[config.mk]
export PLATFORM = sky130hd
export DESIGN_NAME = alarm_controller
export DESIGN_NICKNAME = d
export VERILOG_FILES = /design/src/rtl/alarm_pkg.sv /design/src/rtl/alarm_controller_delay_timer.sv /design/src/rtl/alarm_controller.sv
export SDC_FILE = /design/constraint.sdc
export NUM_CORES = 1
export LEC_CHECK = 0
export ABC_AREA = 1
export BUFFER_PORTS_ARGS = -buffer_cell sky130_fd_sc_hd__buf_2
export CAP_MARGIN = 20
export CORE_MARGIN = 4
export CORE_UTILIZATION = 55
export CTS_CLUSTER_SIZE = 24
export DETAILED_ROUTE_END_ITERATION = 10
export PLACE_DENSITY = 0.76
export RECOVER_POWER = 100
export SYNTH_ARGS = -nofsm -noshare
export SYNTH_HDL_FRONTEND = slang
export SYNTH_HIERARCHICAL = 1
export SYNTH_SLANG_ARGS = --single-unit
[constraint.sdc]
create_clock -name clk -period 6.2 [get_ports clk]
set_input_delay 0.62 -clock clk [delete_from_list [all_inputs] [get_ports clk]]
set_output_delay 0.62 -clock clk [all_outputs]
set_load 0.01 [all_outputs]
[src/rtl/alarm_pkg.sv]
// Shared state encoding and default timing constants for the alarm controller.
// Imported by the controller top level and its countdown timer.
package alarm_pkg;

  typedef enum logic [2:0] {
    ST_DISARMED    = 3'd0,
    ST_EXIT_DELAY  = 3'd1,
    ST_ARMED       = 3'd2,
    ST_ENTRY_DELAY = 3'd3,
    ST_ALARM       = 3'd4,
    ST_SILENT      = 3'd5
  } state_t;

  localparam logic [7:0] ALARM_CNT_MAX = 8'd255;

  localparam int DEF_EXIT_CYCLES  = 16;
  localparam int DEF_ENTRY_CYCLES = 8;
  localparam int DEF_SIREN_CYCLES = 32;
  localparam int DEF_CNT_W        = 8;

  function automatic logic is_armed(input state_t s);
    return (s == ST_ARMED) || (s == ST_ENTRY_DELAY) ||
           (s == ST_ALARM) || (s == ST_SILENT);
  endfunction

  function automatic logic is_pending(input state_t s);
    return (s == ST_EXIT_DELAY) || (s == ST_ENTRY_DELAY);
  endfunction

endpackage

[src/rtl/alarm_controller_delay_timer.sv]
// Loadable down-counter shared by the exit, entry and siren delays.
// Holds at zero; the controller decides when and what to load.
module delay_timer #(
  parameter int CNT_W = 8
) (
  input  logic             clk,
  input  logic             rst,
  input  logic             load,
  input  logic [CNT_W-1:0] load_value,
  input  logic             enable,
  output logic             zero
);

  logic [CNT_W-1:0] count;

  always_ff @(posedge clk or posedge rst) begin
    if (rst) begin
      count <= '0;
    end else if (load) begin
      count <= load_value;
    end else if (enable && (count != '0)) begin
      count <= count - 1'b1;
    end
  end

  assign zero = (count == '0);

endmodule

[src/rtl/alarm_controller.sv]
// House alarm sequencer: arm/disarm, exit and entry delays, timed siren,
// silent hold until the sensor clears, and a saturating alarm event count.
module alarm_controller
  import alarm_pkg::*;
#(
  parameter int EXIT_CYCLES  = DEF_EXIT_CYCLES,
  parameter int ENTRY_CYCLES = DEF_ENTRY_CYCLES,
  parameter int SIREN_CYCLES = DEF_SIREN_CYCLES,
  parameter int CNT_W        = DEF_CNT_W
) (
  input  logic       clk,
  input  logic       rst,
  input  logic       alert,
  input  logic       arm,
  input  logic       disarm,
  output logic       siren,
  output logic       armed,
  output logic       pending,
  output logic [2:0] state,
  output logic [7:0] alarm_count
);

  if ((EXIT_CYCLES < 1) || (EXIT_CYCLES > (1 << CNT_W)) ||
      (ENTRY_CYCLES < 1) || (ENTRY_CYCLES > (1 << CNT_W)) ||
      (SIREN_CYCLES < 1) || (SIREN_CYCLES > (1 << CNT_W))) begin : g_bad_cfg
    $error("alarm_controller: a cycle parameter is outside 1..2**CNT_W");
  end

  // Timed states load N-1 so that the zero-exit lands after exactly N cycles.
  localparam logic [CNT_W-1:0] EXIT_LD  = CNT_W'(EXIT_CYCLES - 1);
  localparam logic [CNT_W-1:0] ENTRY_LD = CNT_W'(ENTRY_CYCLES - 1);
  localparam logic [CNT_W-1:0] SIREN_LD = CNT_W'(SIREN_CYCLES - 1);

  state_t           state_q;
  state_t           state_d;
  logic             load;
  logic [CNT_W-1:0] load_value;
  logic             timer_en;
  logic             zero;
  logic             count_inc;

  delay_timer #(
    .CNT_W(CNT_W)
  ) u_timer (
    .clk       (clk),
    .rst       (rst),
    .load      (load),
    .load_value(load_value),
    .enable    (timer_en),
    .zero      (zero)
  );

  assign timer_en = (state_q == ST_EXIT_DELAY) || (state_q == ST_ENTRY_DELAY) ||
                    (state_q == ST_ALARM);

  always_comb begin
    state_d    = state_q;
    load       = 1'b0;
    load_value = '0;
    count_inc  = 1'b0;
    if (disarm && (state_q != ST_DISARMED)) begin
      state_d = ST_DISARMED;
    end else begin
      case (state_q)
        ST_DISARMED: begin
          if (arm && !disarm) begin
            state_d    = ST_EXIT_DELAY;
            load       = 1'b1;
            load_value = EXIT_LD;
          end
        end
        ST_EXIT_DELAY: begin
          if (zero) state_d = ST_ARMED;
        end
        ST_ARMED: begin
          if (alert) begin
            state_d    = ST_ENTRY_DELAY;
            load       = 1'b1;
            load_value = ENTRY_LD;
          end
        end
        ST_ENTRY_DELAY: begin
          if (zero) begin
            state_d    = ST_ALARM;
            load       = 1'b1;
            load_value = SIREN_LD;
            count_inc  = 1'b1;
          end
        end
        ST_ALARM: begin
          if (zero) state_d = ST_SILENT;
        end
        ST_SILENT: begin
          // A sensor still reporting open keeps us here without re-arming the siren.
          if (!alert) state_d = ST_ARMED;
        end
        default: state_d = ST_DISARMED;
      endcase
    end
  end

  // Outputs decode the next state so they change on the same edge as state.
  always_ff @(posedge clk or posedge rst) begin
    if (rst) begin
      state_q     <= ST_DISARMED;
      siren       <= 1'b0;
      armed       <= 1'b0;
      pending     <= 1'b0;
      alarm_count <= '0;
    end else begin
      state_q <= state_d;
      siren   <= (state_d == ST_ALARM);
      armed   <= is_armed(state_d);
      pending <= is_pending(state_d);
      if (count_inc && (alarm_count != ALARM_CNT_MAX)) begin
        alarm_count <= alarm_count + 8'd1;
      end
    end
  end

  assign state = state_q;

endmodule

==> metrics, run 1 <==
status completed; Antenna diodes 0; Die Y roughly 60 um; Core Footprint ~0.0025 mm^2; number of synthesized flops with an enable pin 0; Placed Instance Area between 0.0015 and 0.002 mm^2; leading post-synthesis cells by cell area dfrtp_1 37%, nand2_1 18%, inv_1 7.4%; Setup Fix Bufs, Post-CTS 0; clk sinks 22; Sum Neg Setup Slack 0 ps; final instance area approximately 0.0016 mm^2; routed vias 1404; Row Count 18; worst-path cell chain inv_1, ha_1, nand2_1, nor2_1, inv_1, nor3_1, inv_1, a31oi_1, inv_1, or2_2, nand3_1, nand2_1; FF-to-FF path depth 12; Worst Setup End Kind flop; die footprint between 0.003 and 0.004 mm^2; leakage roughly 0.00085 uW; Final setup viols 0; most frequent CP cell inv_1; clock root buffer clkbuf_4; slew margin rel. between 30 and 40%; top_reg_cell synth dfrtp_1; Post-Syn Instances approximately 210; global-route wire length before repair roughly 5600 um; Pre-antenna DRT Iters 4; max_cap viols 0; leading cell type in the layout, fill and taps excluded nand2_1; r2r endpoint u_timer/count[5]$_DFFE_PP0P_; CP top delay family simple AND/OR/NAND/NOR gates; Yosys cell types 31; largest net degree at the start of global routing 16; PortBufs 18; routed len/inst about 12 um; min Tclk post-route 3490 ps; RSZ-0062 raised after global routing no; GR Util All Layers 20.0%; fillers 237; Final Max Slew Viols 0; Slowest-stage cell, CP a31oi_1; ANT nets after route 0; routed wire length around 3200 um; Initial DRC Count between 90 and 100; initial core utilization a little under 60%; Yosys warnings 6; CP bufs+invs 4; initial antenna violation count 0; top cell type's share of synthesized area 37.3%; drc violations 0; CTS Hold Bufs 0; WP data required around 6400 ps; most frequent cells in the layout 73 x nand2_1, 29 x inv_1, 22 x dfrtp_1; TritonCTS Buffers 3; pwr dens just over 400 mW/mm^2; Die X between 50 and 60 um; vias in the first global route about 1300; grt total ovfl 0; Crit Path Class flop to flop; Fmax about 290 MHz; Hold Violations, Final 0; CTS HTree Levels 1; Worst Max-Slew Pin Slew 926 ps; clk slew on worst S/H paths around 110 ps; type of origin of the critical path flop; maximum vdd drop around 0.26 mV; post-detail-place hpwl about 2500 um; Sequential cell area 551 um^2; clock tree buffer depth 2; RePlAce Congestion 0.995; crit path DAT 3680 ps; # resized after CTS 0; top cell type by total area after synthesis dfrtp_1; I/O pin count 19; share of cells above drive strength 1 just under 8%; Setup WS pre-CTS about 2800 ps; Worst Slack Setup Final approximately 2700 ps; final net count 242; Final Skew 5.02 ps; Synth Register Bits 22; CP peak stage delay 770 ps; Mean Syn Cell Area roughly 7 um^2; Hold/Removal Path Class input port to async pin; vias per inst 5.36; synth-to-layout area growth 5.67%; Seq/Total Area, Yosys a little under two fifths; Synth Cell Area around 0.0015 mm^2; multi-input logic area ~760 um^2; Hold Slack 260 ps; Worst-Skew Late Latency 290 ps; Synth async-reset ratio 100%; Crit Reg-Reg Startpoint u_timer/count[0]$_DFFE_PP0P_; Final Cycle Share between 50% and 60%; crit path max fanout 15; clock tree from TritonCTS yes; worst reg2reg setup slack approximately 2700 ps
area by class of cell:
| type | instances | area share, % |
|---|---|---|
| Clock buffer | 3 | 1.44 |
| Multi-Input combinational cell | 157 | 48.6 |
| Timing Repair Buffer | 18 | 4.57 |
| Sequential cell | 22 | 35.3 |
| Inverter | 32 | 7.77 |
| Tap cell | 30 | 2.40 |
how the worst max path moves through the flow:
stage,from,endpoint,slack (ps),depth (start not counted)
finish,u_timer/count[0]$_DFFE_PP0P_,u_timer/count[5]$_DFFE_PP0P_,2710,12
global route,u_timer/count[0]$_DFFE_PP0P_,u_timer/count[1]$_DFFE_PP0P_,2260,12
CTS,u_timer/count[0]$_DFFE_PP0P_,u_timer/count[5]$_DFFE_PP0P_,2800,12
detailed placement,u_timer/count[0]$_DFFE_PP0P_,u_timer/count[5]$_DFFE_PP0P_,2820,12
global placement,u_timer/count[0]$_DFFE_PP0P_,u_timer/count[5]$_DFFE_PP0P_,3020,12
floorplan,u_timer/count[0]$_DFFE_PP0P_,u_timer/count[1]$_DFFE_PP0P_,3840,12
metal layers:
metal	up-vias	global-route usage, %	wire (um)
li1	698	-	-
met1	652	25.3	1470
met2	52	35.3	1520
met3	2	2.81	188
met4	0	5.70	18
met5	-	0	0
flip-flops by register name, indices dropped and copies added (netlist names):
signal and count:
alarm_count 8, u_timer/count 8, state 3, armed 1, pending 1, siren 1
synth_stat cells, types with 2 or more instances:
master   instances
nand2_1         72
inv_1           29
dfrtp_1         22
nor2_1          20
nand3_1         18
nand4_1          5
o21ai_0          4
ha_1             3
nand2_4          3
nor3_1           3
o21ai_1          3
o21ai_2          3
xor2_1           3
a21oi_1          2
inv_2            2
nand2_2          2
nor2_4           2
xnor2_1          2
power by group:
part / internal, uW / total, uW / leakage (uW) / switching (uW)
sequential: 185 / 237 / 0.000287 / 52.1
clock: 22.6 / 62.0 / 0.0000138 / 39.5
combinational: 115 / 339 / 0.000547 / 224
metrics by stage:
| step | util [%] | cells | total power (uW) |
|---|---|---|---|
| after floorplan | - | 213 | 516 |
| after global routing | 61.9 | 262 | 701 |
| after global placement | 63.6 | 259 | 578 |
| after detailed placement | 63.6 | 259 | 599 |
| after CTS | 64.5 | 262 | 664 |
| final | 61.9 | 262 | 638 |
logic make-up (layout without fill, tap and decap cells):
kind of cell,count (synthesis),count (layout),synth area share [%]
AO/OA/AOI/OAI,14,14,6.35
XOR/XNOR,5,5,2.96
other,1,3,0.254
flip-flops,22,22,37.3
AND/OR/NAND/NOR,132,132,41.7
buffers and inverters,34,53,8.89
adder cells (fa/ha/maj),3,3,2.54
(Power assumes the default switching activity.)
==> run 2: changes to the inputs <==
--- a/config.mk
+++ b/config.mk
@@ -9,10 +9,10 @@
 export BUFFER_PORTS_ARGS = -buffer_cell sky130_fd_sc_hd__buf_2
 export CAP_MARGIN = 20
 export CORE_MARGIN = 4
-export CORE_UTILIZATION = 55
+export CORE_UTILIZATION = 51
 export CTS_CLUSTER_SIZE = 24
 export DETAILED_ROUTE_END_ITERATION = 10
-export PLACE_DENSITY = 0.76
+export PLACE_DENSITY = 0.74
 export RECOVER_POWER = 100
 export SYNTH_ARGS = -nofsm -noshare
 export SYNTH_HDL_FRONTEND = slang
==> constraint.sdc (replaced) <==
create_clock -name clk -period 3.1 [get_ports clk]
set_input_delay 0.31 -clock clk [delete_from_list [all_inputs] [get_ports clk]]
set_output_delay 0.31 -clock clk [all_outputs]
set_load 0.01 [all_outputs]
==> run 2 against run 1 <==
Against the previous run: first-iteration DRC count decreased by 42%; clock skew up 0.90 ps; global-route usage shrank 3.0 points; total power increased by 100%; core utilization decreased by 3.8 points; fmax is 32% higher; critical path type unchanged; largest power group unchanged; highest routed layer unchanged.
==> metrics, run 2 (synthesis results as in run 1) <==
Final setup viols 0 (unchanged); GR Util All Layers 17.0% (-3.0 points); clk slew on worst S/H paths 130 ps (+20 ps); most frequent CP cell inv_1; leading cell type in the layout, fill and taps excluded nand2_1; Final Max Slew Viols 0 (unchanged); drc violations 0 (unchanged); leakage 0.000870 uW (+2.6%); Worst Max-Slew Pin Slew 750 ps (-177 ps); min Tclk post-route 2640 ps (-846 ps); Die X 61.8 um (+3.3%); Row Count 19 (+1); PortBufs 18 (unchanged); Antenna diodes 0 (unchanged); Final Cycle Share 85.3% (+29 points); PnR Total Power 1300 uW (+100%); routed len/inst 10.9 um (-11%); Final Skew 5.92 ps (+0.901 ps); TritonCTS Buffers 3 (unchanged); synth-to-layout area growth 8.38%; slew margin rel. 49.8% (+12 points); global-route wire length before repair 4920 um (-12%); clock tree from TritonCTS yes; routed wire length 2890 um (-9.4%); RSZ-0062 raised after global routing no; Pre-antenna DRT Iters 4 (unchanged); clock tree buffer depth 2 (unchanged); crit path max fanout 11 (-4); max_cap viols 0 (unchanged); routed vias 1317 (-6.2%); CTS HTree Levels 1 (unchanged); share of cells above drive strength 1 9.36% (+1.6 points); Hold Violations, Final 0 (unchanged); crit path DAT 2860 ps (-820 ps); final net count 244 (+0.83%); type of origin of the critical path flop; worst-path cell chain inv_1, ha_1, nand2_1, nor2_1, inv_1, nor3_1, inv_1, a31oi_1, inv_1, or2_2, nand3_1, nand2_1; Initial DRC Count 57 (-42%); clk sinks 22 (unchanged); CP peak stage delay 390 ps (-380 ps); most frequent cells in the layout 72 x nand2_1, 29 x inv_1, 22 x dfrtp_1; maximum vdd drop 0.461 mV (+77%); WP data required 3310 ps (-3080 ps); Worst-Skew Late Latency 300 ps (about the same); I/O pin count 19 (unchanged); largest net degree at the start of global routing 15 (-1); initial core utilization 53.6% (-5.0 points); Worst Setup End Kind flop; vias in the first global route 1136 (-14%); Crit Path Class flop to flop; Fmax 378 MHz (+32%); RePlAce Congestion 0.901 (-9.5%); grt total ovfl 0 (unchanged); ANT nets after route 0 (unchanged); CP top delay family simple AND/OR/NAND/NOR gates; Sum Neg Setup Slack 0 ps (unchanged); Core Footprint 0.00276 mm^2 (+9.3%); Die Y 61.8 um (+3.3%); vias per inst 4.95 (-7.6%); clock root buffer clkbuf_4; die footprint 0.00382 mm^2 (+6.8%); Slowest-stage cell, CP dfrtp_1; CP bufs+invs 4 (unchanged); status completed; Hold/Removal Path Class input port to flop; post-detail-place hpwl 2200 um (-11%); pwr dens 812 mW/mm^2 (+99%); initial antenna violation count 0 (unchanged)
## run 2: cell types whose count changed in the layout (fill, tap and decap cells not counted), sizes merged
| cell | change |
|---|---|
| buf | +1 |
| clkinvlp | -1 |
| clkbuf | +1 |
| dlygate4sd3 | +1 |
| inv | +1 |
## run 2: where the power goes
group,internal [uW],switching (uW)
Sequential,370,101
Clock,71.5,90.3
Combinational,237,431
## run 2: metal layers
metal  vias up  global-route usage (%)  wire, um
li1        702                       -         -
met1       596                    23.9      1530
met2        17                    26.9      1230
met3         2                    2.48        93
met4         0                    5.76        33
met5         -                       0         0
## run 2: final timing paths
path / from / endpoint / slack, ps / cells past startpoint
min in group asynchronous: rst / u_timer/count[4]$_DFFE_PP0P_ / 500 / 3
min: disarm / state[1]$_DFF_PP0_ / 340 / 4
max: u_timer/count[0]$_DFFE_PP0P_ / u_timer/count[5]$_DFFE_PP0P_ / 460 / 12
max reg2reg: u_timer/count[0]$_DFFE_PP0P_ / u_timer/count[5]$_DFFE_PP0P_ / 460 / 12
max in group asynchronous: rst / alarm_count[0]$_DFFE_PP0P_ / 2180 / 3
min reg2reg: alarm_count[5]$_DFFE_PP0P_ / alarm_count[5]$_DFFE_PP0P_ / 530 / 2
## run 2: cell type report
type	instances	area, um^2
Tap cell	31	38.8
Clock buffer	4	36.3
Inverter	32	123
Multi-Input combinational cell	157	766
Fill cell	280	1160
Sequential cell	22	551
Timing Repair Buffer	20	87.6
## run 2: per-stage QoR
step                      hold slack (ps)  instances  area [um^2]  utilization (%)  setup WS, ps
after floorplan                       126        213         1490                -           741
after detailed placement              306        261         1610             58.5           564
after global routing                  333        266         1600             58.1           172
after global placement                297        261         1610             58.5           643
final                                 343        266         1600             58.1           456
after CTS                             341        266         1660             60.2           546
## run 2: worst register-to-register path, delay by kind of cell (launching register included)
kind            cells  cell delay [ps]
flops               1              390
compound gates      1              220
simple gates        6             1180
buf+inv             4              580
fa+ha+maj           1              170
## run 2: what timing repair did
action,4_1_cts,5_1_grt
gates resized for setup,0,0
hold endpoints to repair,8,0
hold buffers,1,0
buffers inserted,0,0
setup endpoints to repair,0,0
